==> src/rtl/mem_arbiter_pkg.sv <==
// Shared types for the instruction/data memory bus arbiter.
package mem_arbiter_pkg;

  typedef enum logic [1:0] {
    IDLE  = 2'd0,
    GNT_I = 2'd1,
    GNT_D = 2'd2
  } arb_state_e;

  typedef enum logic {
    GRANT_IMEM = 1'b0,
    GRANT_DMEM = 1'b1
  } grant_e;

endpackage

==> src/rtl/mem_arb_watchdog.sv <==
// Grant-cycle watchdog: counts ack-less grant cycles and flags the LIMIT-th one.
module mem_arb_watchdog #(
  parameter int LIMIT = 255
) (
  input  logic clk,
  input  logic rst_n,
  input  logic start,
  input  logic active,
  input  logic ack,
  output logic expired
);

  localparam int CNT_W = $clog2(LIMIT + 1);

  logic [CNT_W-1:0] count_reg;

  always_ff @(posedge clk or negedge rst_n) begin
    if (!rst_n) begin
      count_reg <= '0;
    end else if (start) begin
      count_reg <= '0;
    end else if (active && !ack) begin
      count_reg <= count_reg + 1'b1;
    end
  end

  // Grant cycle N sees count N-1, so this fires in the LIMIT-th grant cycle.
  assign expired = active & ~ack & (count_reg == CNT_W'(LIMIT - 1));

endmodule

==> src/rtl/mem_arbiter.sv <==
// Round-robin arbiter sharing one memory bus between fetch and load/store ports.
// Optional grant watchdog enabled by defining ARB_TIMEOUT_EN.
module mem_arbiter
  import mem_arbiter_pkg::*;
#(
  parameter int ADDR_W         = 32,
  parameter int DATA_W         = 32,
  parameter int TIMEOUT_CYCLES = 255
) (
  input  logic                clk,
  input  logic                rst_n,
  input  logic                imem_read,
  input  logic [ADDR_W-1:0]   imem_addr,
  output logic [DATA_W-1:0]   imem_rdata,
  output logic                imem_ready,
  input  logic                dmem_read,
  input  logic                dmem_write,
  input  logic [ADDR_W-1:0]   dmem_addr,
  input  logic [DATA_W-1:0]   dmem_wdata,
  input  logic [DATA_W/8-1:0] dmem_be,
  output logic [DATA_W-1:0]   dmem_rdata,
  output logic                dmem_ready,
  output logic                bus_req,
  output logic                bus_we,
  output logic [ADDR_W-1:0]   bus_addr,
  output logic [DATA_W-1:0]   bus_wdata,
  output logic [DATA_W/8-1:0] bus_be,
  input  logic [DATA_W-1:0]   bus_rdata,
  input  logic                bus_ack,
  output logic                bus_timeout
);

  arb_state_e state_reg;
  grant_e     last_grant_reg;

  logic dmem_req;
  logic grant_d;
  logic grant_i;
  logic start;
  logic active;
  logic timeout_hit;
  logic done;

  assign dmem_req = dmem_read | dmem_write;
  // On contention the port that did not win last time takes the bus.
  assign grant_d  = dmem_req & (~imem_read | (last_grant_reg == GRANT_IMEM));
  assign grant_i  = imem_read & ~grant_d;
  assign start    = (state_reg == IDLE) & (imem_read | dmem_req);
  assign active   = (state_reg != IDLE);

`ifdef ARB_TIMEOUT_EN
  mem_arb_watchdog #(
    .LIMIT(TIMEOUT_CYCLES)
  ) u_watchdog (
    .clk     (clk),
    .rst_n   (rst_n),
    .start   (start),
    .active  (active),
    .ack     (bus_ack),
    .expired (timeout_hit)
  );
`else
  logic unused_timeout_cfg;
  assign unused_timeout_cfg = (TIMEOUT_CYCLES == 0) & active;
  assign timeout_hit        = 1'b0;
`endif

  assign done        = bus_ack | timeout_hit;
  assign bus_timeout = timeout_hit;
  assign imem_ready  = (state_reg == GNT_I) & done & imem_read;
  assign dmem_ready  = (state_reg == GNT_D) & done & dmem_req;

  // A watchdog abort returns zero data because bus_ack is low in that cycle.
  generate
    for (genvar gi = 0; gi < DATA_W; gi++) begin : g_rdata
      assign imem_rdata[gi] = bus_rdata[gi] & imem_ready & bus_ack;
      assign dmem_rdata[gi] = bus_rdata[gi] & dmem_ready & bus_ack;
    end
  endgenerate

  always_ff @(posedge clk or negedge rst_n) begin
    if (!rst_n) begin
      state_reg      <= IDLE;
      last_grant_reg <= GRANT_IMEM;
      bus_req        <= 1'b0;
      bus_we         <= 1'b0;
      bus_addr       <= '0;
      bus_wdata      <= '0;
      bus_be         <= '0;
    end else begin
      case (state_reg)
        IDLE: begin
          if (grant_d) begin
            state_reg      <= GNT_D;
            last_grant_reg <= GRANT_DMEM;
            bus_req        <= 1'b1;
            bus_we         <= dmem_write;
            bus_addr       <= dmem_addr;
            bus_wdata      <= dmem_write ? dmem_wdata : '0;
            bus_be         <= dmem_write ? dmem_be : '1;
          end else if (grant_i) begin
            state_reg      <= GNT_I;
            last_grant_reg <= GRANT_IMEM;
            bus_req        <= 1'b1;
            bus_we         <= 1'b0;
            bus_addr       <= imem_addr;
            bus_wdata      <= '0;
            bus_be         <= '1;
          end
        end
        GNT_I, GNT_D: begin
          if (done) begin
            state_reg <= IDLE;
            bus_req   <= 1'b0;
            bus_we    <= 1'b0;
            bus_addr  <= '0;
            bus_wdata <= '0;
            bus_be    <= '0;
          end
        end
        default: state_reg <= IDLE;
      endcase
    end
  end

endmodule
==> config.mk <==
export PLATFORM = sky130hd
export DESIGN_NAME = mem_arbiter
export DESIGN_NICKNAME = d
export VERILOG_FILES = /design/src/rtl/mem_arbiter_pkg.sv /design/src/rtl/mem_arb_watchdog.sv /design/src/rtl/mem_arbiter.sv
export SDC_FILE = /design/constraint.sdc
export NUM_CORES = 1
export LEC_CHECK = 0
export ABC_AREA = 1
export BUFFER_PORTS_ARGS = -buffer_cell sky130_fd_sc_hd__clkbuf_2
export CAP_MARGIN = 20
export CORE_AREA = 2 2 106 108
export CTS_CLUSTER_SIZE = 8
export DETAILED_ROUTE_END_ITERATION = 6
export DIE_AREA = 0 0 108 110
export PLACE_DENSITY_LB_ADDON = 0.15
export SLEW_MARGIN = 20
export SYNTH_ARGS = -nofsm -noshare
export SYNTH_HDL_FRONTEND = slang
export SYNTH_SLANG_ARGS = --single-unit
==> constraint.sdc <==
create_clock -name clk -period 2.4 [get_ports clk]
set_clock_uncertainty 0.2 [all_clocks]
set_input_delay 0.24 -clock clk [delete_from_list [all_inputs] [get_ports clk]]
set_output_delay 0.24 -clock clk [all_outputs]
set_load 0.02 [all_outputs]
After elaboration in Yosys (flattened, before gate mapping)
Cells that the tools add are included.

storage, ports and cells
  output and inout bits = 137
  ROM bits = 0
  flip-flop bits (word level) = 73
  latch bits = 0
  bits of input ports = 138
  RAM bits = 0
  memories = 0
  logic and storage cells = 182

cells by class
  $mul = 0
  muxes and demuxes = 25
  div/mod/pow operators = 0
  reduce and logical (&&, ||, !) cells = 7
  shifts and indexed selects = 0
  bitwise gates (word level) = 139
  $add $sub $neg = 0
  $lt $le $gt $ge = 0
  equality and inequality tests = 4

operators with widths
  operator              count
  $mux W32              6
  $and A1 B1 Y1         134
  $pmux W32 S2          2
  $mux W4               4
  $pmux W4 S2           1
  $mux W1               6
  $mux W2               3
  $pmux W1 S2           2
  $pmux W2 S2           1
  $reduce_and A2 Y1     2
  $reduce_bool A2 Y1    2
  $ne A3 B3 Y1 const B  1
  $not A1 Y1            3
  $reduce_and A3 Y1     1
  $eq A2 B1 Y1 const B  1
  $eq A2 B2 Y1 const B  1
  $logic_not A2 Y1      1
  $ne A2 B2 Y1 const B  1
  $or A1 B1 Y1          2
  $reduce_or A2 Y1      1

Longest topological paths before layout
  depth after elaboration = 8
  gate-level depth with buffers = 9
  gate-level depth less buffers = 7

Worst setup path after synthesis
No wires, ideal clock.

  path kind = reg-to-reg
  start point = register state_reg[0]
  end point = register bus_addr[16]
  period minus slack after synthesis = 1860 ps
  stages on the path, launching flop included = 10
  path slack = 540 ps
  path buffers = 2
  arrival = 1525 ps
  setup time = 135 ps
  required time = 2065 ps
  cell sequence = dfrtp_1 > inv_1 > ha_1 > inv_2 > or2_1 > nand3_2 > buf_4 > buf_4 > nand2_1 > o21ai_0

between the ends
  longest elaborated chain between the ends = 4
  elaborated cells on any way between the ends = 9
  those cells by class = eq/ne: 4; mux: 1; reduce/logical: 4

ends and longest elaborated chain
  what                                                                 line                source
  start, declared                                                      mem_arbiter.sv:33   arb_state_e state_reg;
  start signal, assigned                                               mem_arbiter.sv:83   state_reg <= IDLE;
  start signal, assigned                                               mem_arbiter.sv:94   state_reg <= GNT_D;
  start signal, assigned                                               mem_arbiter.sv:102  state_reg <= GNT_I;
  $eq A2 B1 Y1 or $eq A2 B2 Y1 (tied branches)                         mem_arbiter.sv:91   case (state_reg)
  $reduce_or A2 Y1                                                     mem_arbiter.sv:91
  $ne A2 B2 Y1 (no source line) or $reduce_bool A2 Y1 (tied branches)  --
  $reduce_and A3 Y1 (no source line)                                   --
  end signal, assigned                                                 mem_arbiter.sv:98   bus_addr <= dmem_addr;
  end signal, assigned                                                 mem_arbiter.sv:106  bus_addr <= imem_addr;
  end, declared                                                        mem_arbiter.sv:25   output logic [ADDR_W-1:0] bus_addr,

Several ways; a longest one is shown, not always the timed one.
A chain may end at the register's enable or synchronous reset.

Final worst setup path
  start point = register state_reg[0]
  end point = output port dmem_rdata[13]

between the ends
  longest elaborated chain between the ends = 5

ends and longest elaborated chain
  what                         line               source
  $eq A2 B2 Y1                 mem_arbiter.sv:71  assign dmem_ready = (state_reg == GNT_D) & done & dmem_req;
  $and A1 B1 Y1 (2 in series)  mem_arbiter.sv:71
  $and A1 B1 Y1 (2 in series)  mem_arbiter.sv:77  assign dmem_rdata[gi] = bus_rdata[gi] & dmem_ready & bus_ack;
  end, declared                mem_arbiter.sv:21  output logic [DATA_W-1:0] dmem_rdata,

No other way between the ends.

==> impl_metrics.csv <==
group,metric,value,unit
worst_setup_path,path_buf_inv,3,
finish,diodes,0,
run_status,status,"completed",
worst_setup_path,crit_chain,"inv_1 > ha_1 > nand3_2 > buf_12 > nor2_1 > clkbuf_2",
finish,nFillCells,989,
drt,antenna_left,0,
sta,setup_violations,0,
global_route,grt_max_degree,61,
synthesis,yosys.area_share.simple,33.75,%
worst_setup_path,worstReg2RegStart,"last_grant_reg",
min_path,hp-class,"input port to flop",
synthesis,yosys.area.top_type,"dfrtp_1",
sta,slew_headroom,63.19,%
global_route,antenna_found_initial,0,
drt,drtIter0Drc,403,
synthesis,syn-num-nets,788,
worst_setup_path,critPathMaxStageDelay,0.40,ns
drt,routed-via-count,5041,
pwr,seq_power_share,29.5,%
run,max_cap_violations,0,
placed_design,gp_congestion,0.8095,
pwr,switchingPower,3.393,mW
placed_design,hpwlAfterDp,9.837,mm
clock_network,cts.sinks,73,
pwr,p_leak,3.871,nW
synthesis,synth_compound_area_share,8.282,%
clock_network,root_buffer,"clkbuf_8",
finish,drive_gt1_share,32.14,%
worst_setup_path,reg2regPathDepth,8,
clock_network,cts_made_buffers,9,
finish,register_area,1827,um2
die,fp-row-count,38,
die,die-area,11880,um2
worst_setup_path,cp_top_family,"buffers and inverters",
die,dieHeight,110,um
sta,max_slew.worst_pin.slew,0.5522,ns
finish,area_growth,51.67,%
sta,fmax,448.3,MHz
global_route,grt_use_total,22.59,%
clock_network,insertion_delay,0.34,ns
synthesis,synth_area,4230,um2
worst_setup_path,path_class,"flop to primary output",
clock_network,path_clk_slew,0.08,ns
clock_network,cts_tree,"done",
drt,drc_errors,0,
global_route,grt_pass1_wl,21.31,mm
worst_setup_path,r2r_end,"bus_addr[30]",
worst_setup_path,cp.arrival,1.79,ns
pwr,pwr-share-comb,55.2,%
finish,fin_nets,1086,
sta,finalCriticalPeriod,2.230,ns
worst_setup_path,cp-end-kind,"primary output",
drt,wire_per_inst,12.66,um
min_path,hold_depth,5,
drt,vias_per_cell,4.629,
synthesis,ys_seq_area_share,43.18,%
placed_design,post_dp_cell_area,5737,um2
sta,fin_crit_sh,92.94,%
sta,rsz0062_at_grt,"false",
synthesis,synth.avg_cell_area,6.538,um2
sta,slew_violations,0,
synthesis,synthCells,647,
worst_setup_path,cp-start-kind,"flop",
pwr,pwr_density_cell,1095,nW/um2
synthesis,yosys-mux-area-fraction,0,%
finish,multi_input_area,1848,um2
synthesis,synthTopCellsByArea,"dfrtp_1 43%, nand2_1 18%, nor2_1 8.7%, inv_1 8.6%, nand3_1 7.1%",
clock_network,cts_buffer_depth,2,
drt,dr.pass1.iters,7,
synthesis,synth_top_area_share,43.18,%
worst_setup_path,cp_slowest_cell,"dfrtp_1",
finish,post-route-util,59.98,%
sta,setup_tns,0,ns
finish,final_cell_mix,"272 x clkbuf_2, 198 x nand2_1, 98 x nor2_1, 97 x inv_1, 73 x dfrtp_1",
finish,mostFrequentLayoutCell,"clkbuf_2",
clock_network,ctsHtreeMaxLevel,3,
die,core-area,10700,um2
synthesis,synth-xor-area-share,0,%
finish,final_area,6416,um2
synthesis,ys_types,16,
die,ios,275,
die,initial_core_util,39.54,%
pwr,switching_share,48.32,%
global_route,grt_overflow,0,
global_route,grt_pass1_vias,4478,
synthesis,ys_warn_count,0,
die,fp.dieW,108,um
worst_setup_path,cp.required,1.96,ns
pwr,peakVddDrop,0.5757,mV
synthesis,synth_top_family_by_area,"simple AND/OR/NAND/NOR gates",
sta,hold_slack,0.01404,ns
pwr,internal_power,3.629,mW
pwr,power_frac_clock,15.3,%
finish,reg_top3,"bus_addr x32, bus_wdata x32, bus_be x4",
min_path,hp-start,"dmem_wdata[9]",
synthesis,synth-seq-cells,73,
synthesis,synth_fa_ha_area_share,0.8873,%
placed_design,portBuffers,273,
worst_setup_path,ff2ff_setup_slack,0.38,ns
min_path,worst_hold_path.endpoint,"bus_wdata[9]",
worst_setup_path,crit_fanout,24,
drt,routed_wl,13.79,mm
sta,final_hold_viol_count,0,
-- layer usage --
layer | GRT usage [%] | wire [um] | vias up
met1 | 29.23 | 6055 | 2292
li1 | - | - | 2540
met3 | 4.821 | 958 | 21
met2 | 38.14 | 6531 | 188
met4 | 6.960 | 244 | 0
met5 | 0 | 0 | -
-- worst max path at each step --
stage,endpoint,from,depth (start not counted),slack [ns]
2_1_floorplan,bus_addr[16],state_reg[0],9,0.54
3_3_place_gp,bus_addr[15],state_reg[0],7,0.43
3_5_place_dp,imem_rdata[1],state_reg[1],6,0.34
5_1_grt,imem_rdata[1],state_reg[1],6,0.04
6_report,dmem_rdata[13],state_reg[0],6,0.17
4_1_cts,dmem_rdata[13],state_reg[0],6,0.006
-- metrics by stage --
stage	cells	worst slack (ns)	power, mW
finish	1089	0.1695	7.023
floorplan	647	0.5400	4.628
global placement	1029	0.4319	5.862
global route	1089	0.03818	7.620
detailed placement	1029	0.3389	5.924
CTS	1089	0.005655	7.089
-- power groups by stage --
stage                     combinational [mW]  sequential (mW)  clock (mW)
after floorplan                         1.96             2.67           0
after global placement                  3.78             2.08           0
final                                   3.87             2.07        1.08
after CTS                               3.91             2.07        1.11
after detailed placement                3.84             2.09           0
after global routing                    4.33             2.13        1.16
-- timing repair --
action | CTS | global route
buffers inserted | 0 | 0
endpoints found under the setup margin | 15 | 24
pin swaps | 0 | 0
endpoints found under the hold margin | 83 | 0
resized for setup | 1 | 1
hold buffers | 45 | 0
-- worst reg2reg max path, cell delays in order (launching register included) --
cell	delay, ns
dfrtp_1	0.34
nand2_1	0.10
o21ai_4	0.14
buf_12	0.32
nand2_1	0.11
nand2_1	0.08
dlygate4sd3_1	0.56
nand2_1	0.05
nand2_1	0.07
-- cells in the mapped netlist (all sizes together) --
master and n:
nand2 198, inv 98, nor2 98, dfrtp 73
o21ai 70, nand3 61, buf 22, clkbuf 22
ha 3, conb 1, or2 1
-- kinds of logic (layout without fill, tap and decap cells) --
group / count (synthesis) / in the layout
other cells: 1 / 1
flops: 73 / 73
fa+ha+maj: 3 / 3
simple gates: 358 / 358
buf+inv: 142 / 444
compound gates: 70 / 70
-- cell type report --
cell class / instances / share of cell area, %
timing repair buffer: 331 / 30.85
multi-input combinational: 432 / 28.80
sequential: 73 / 28.47
inverter: 98 / 5.733
tap: 140 / 2.730
clock buffer: 11 / 2.204
clock inverter: 4 / 1.209
No activity file was read; power rests on OpenSTA's default activity.
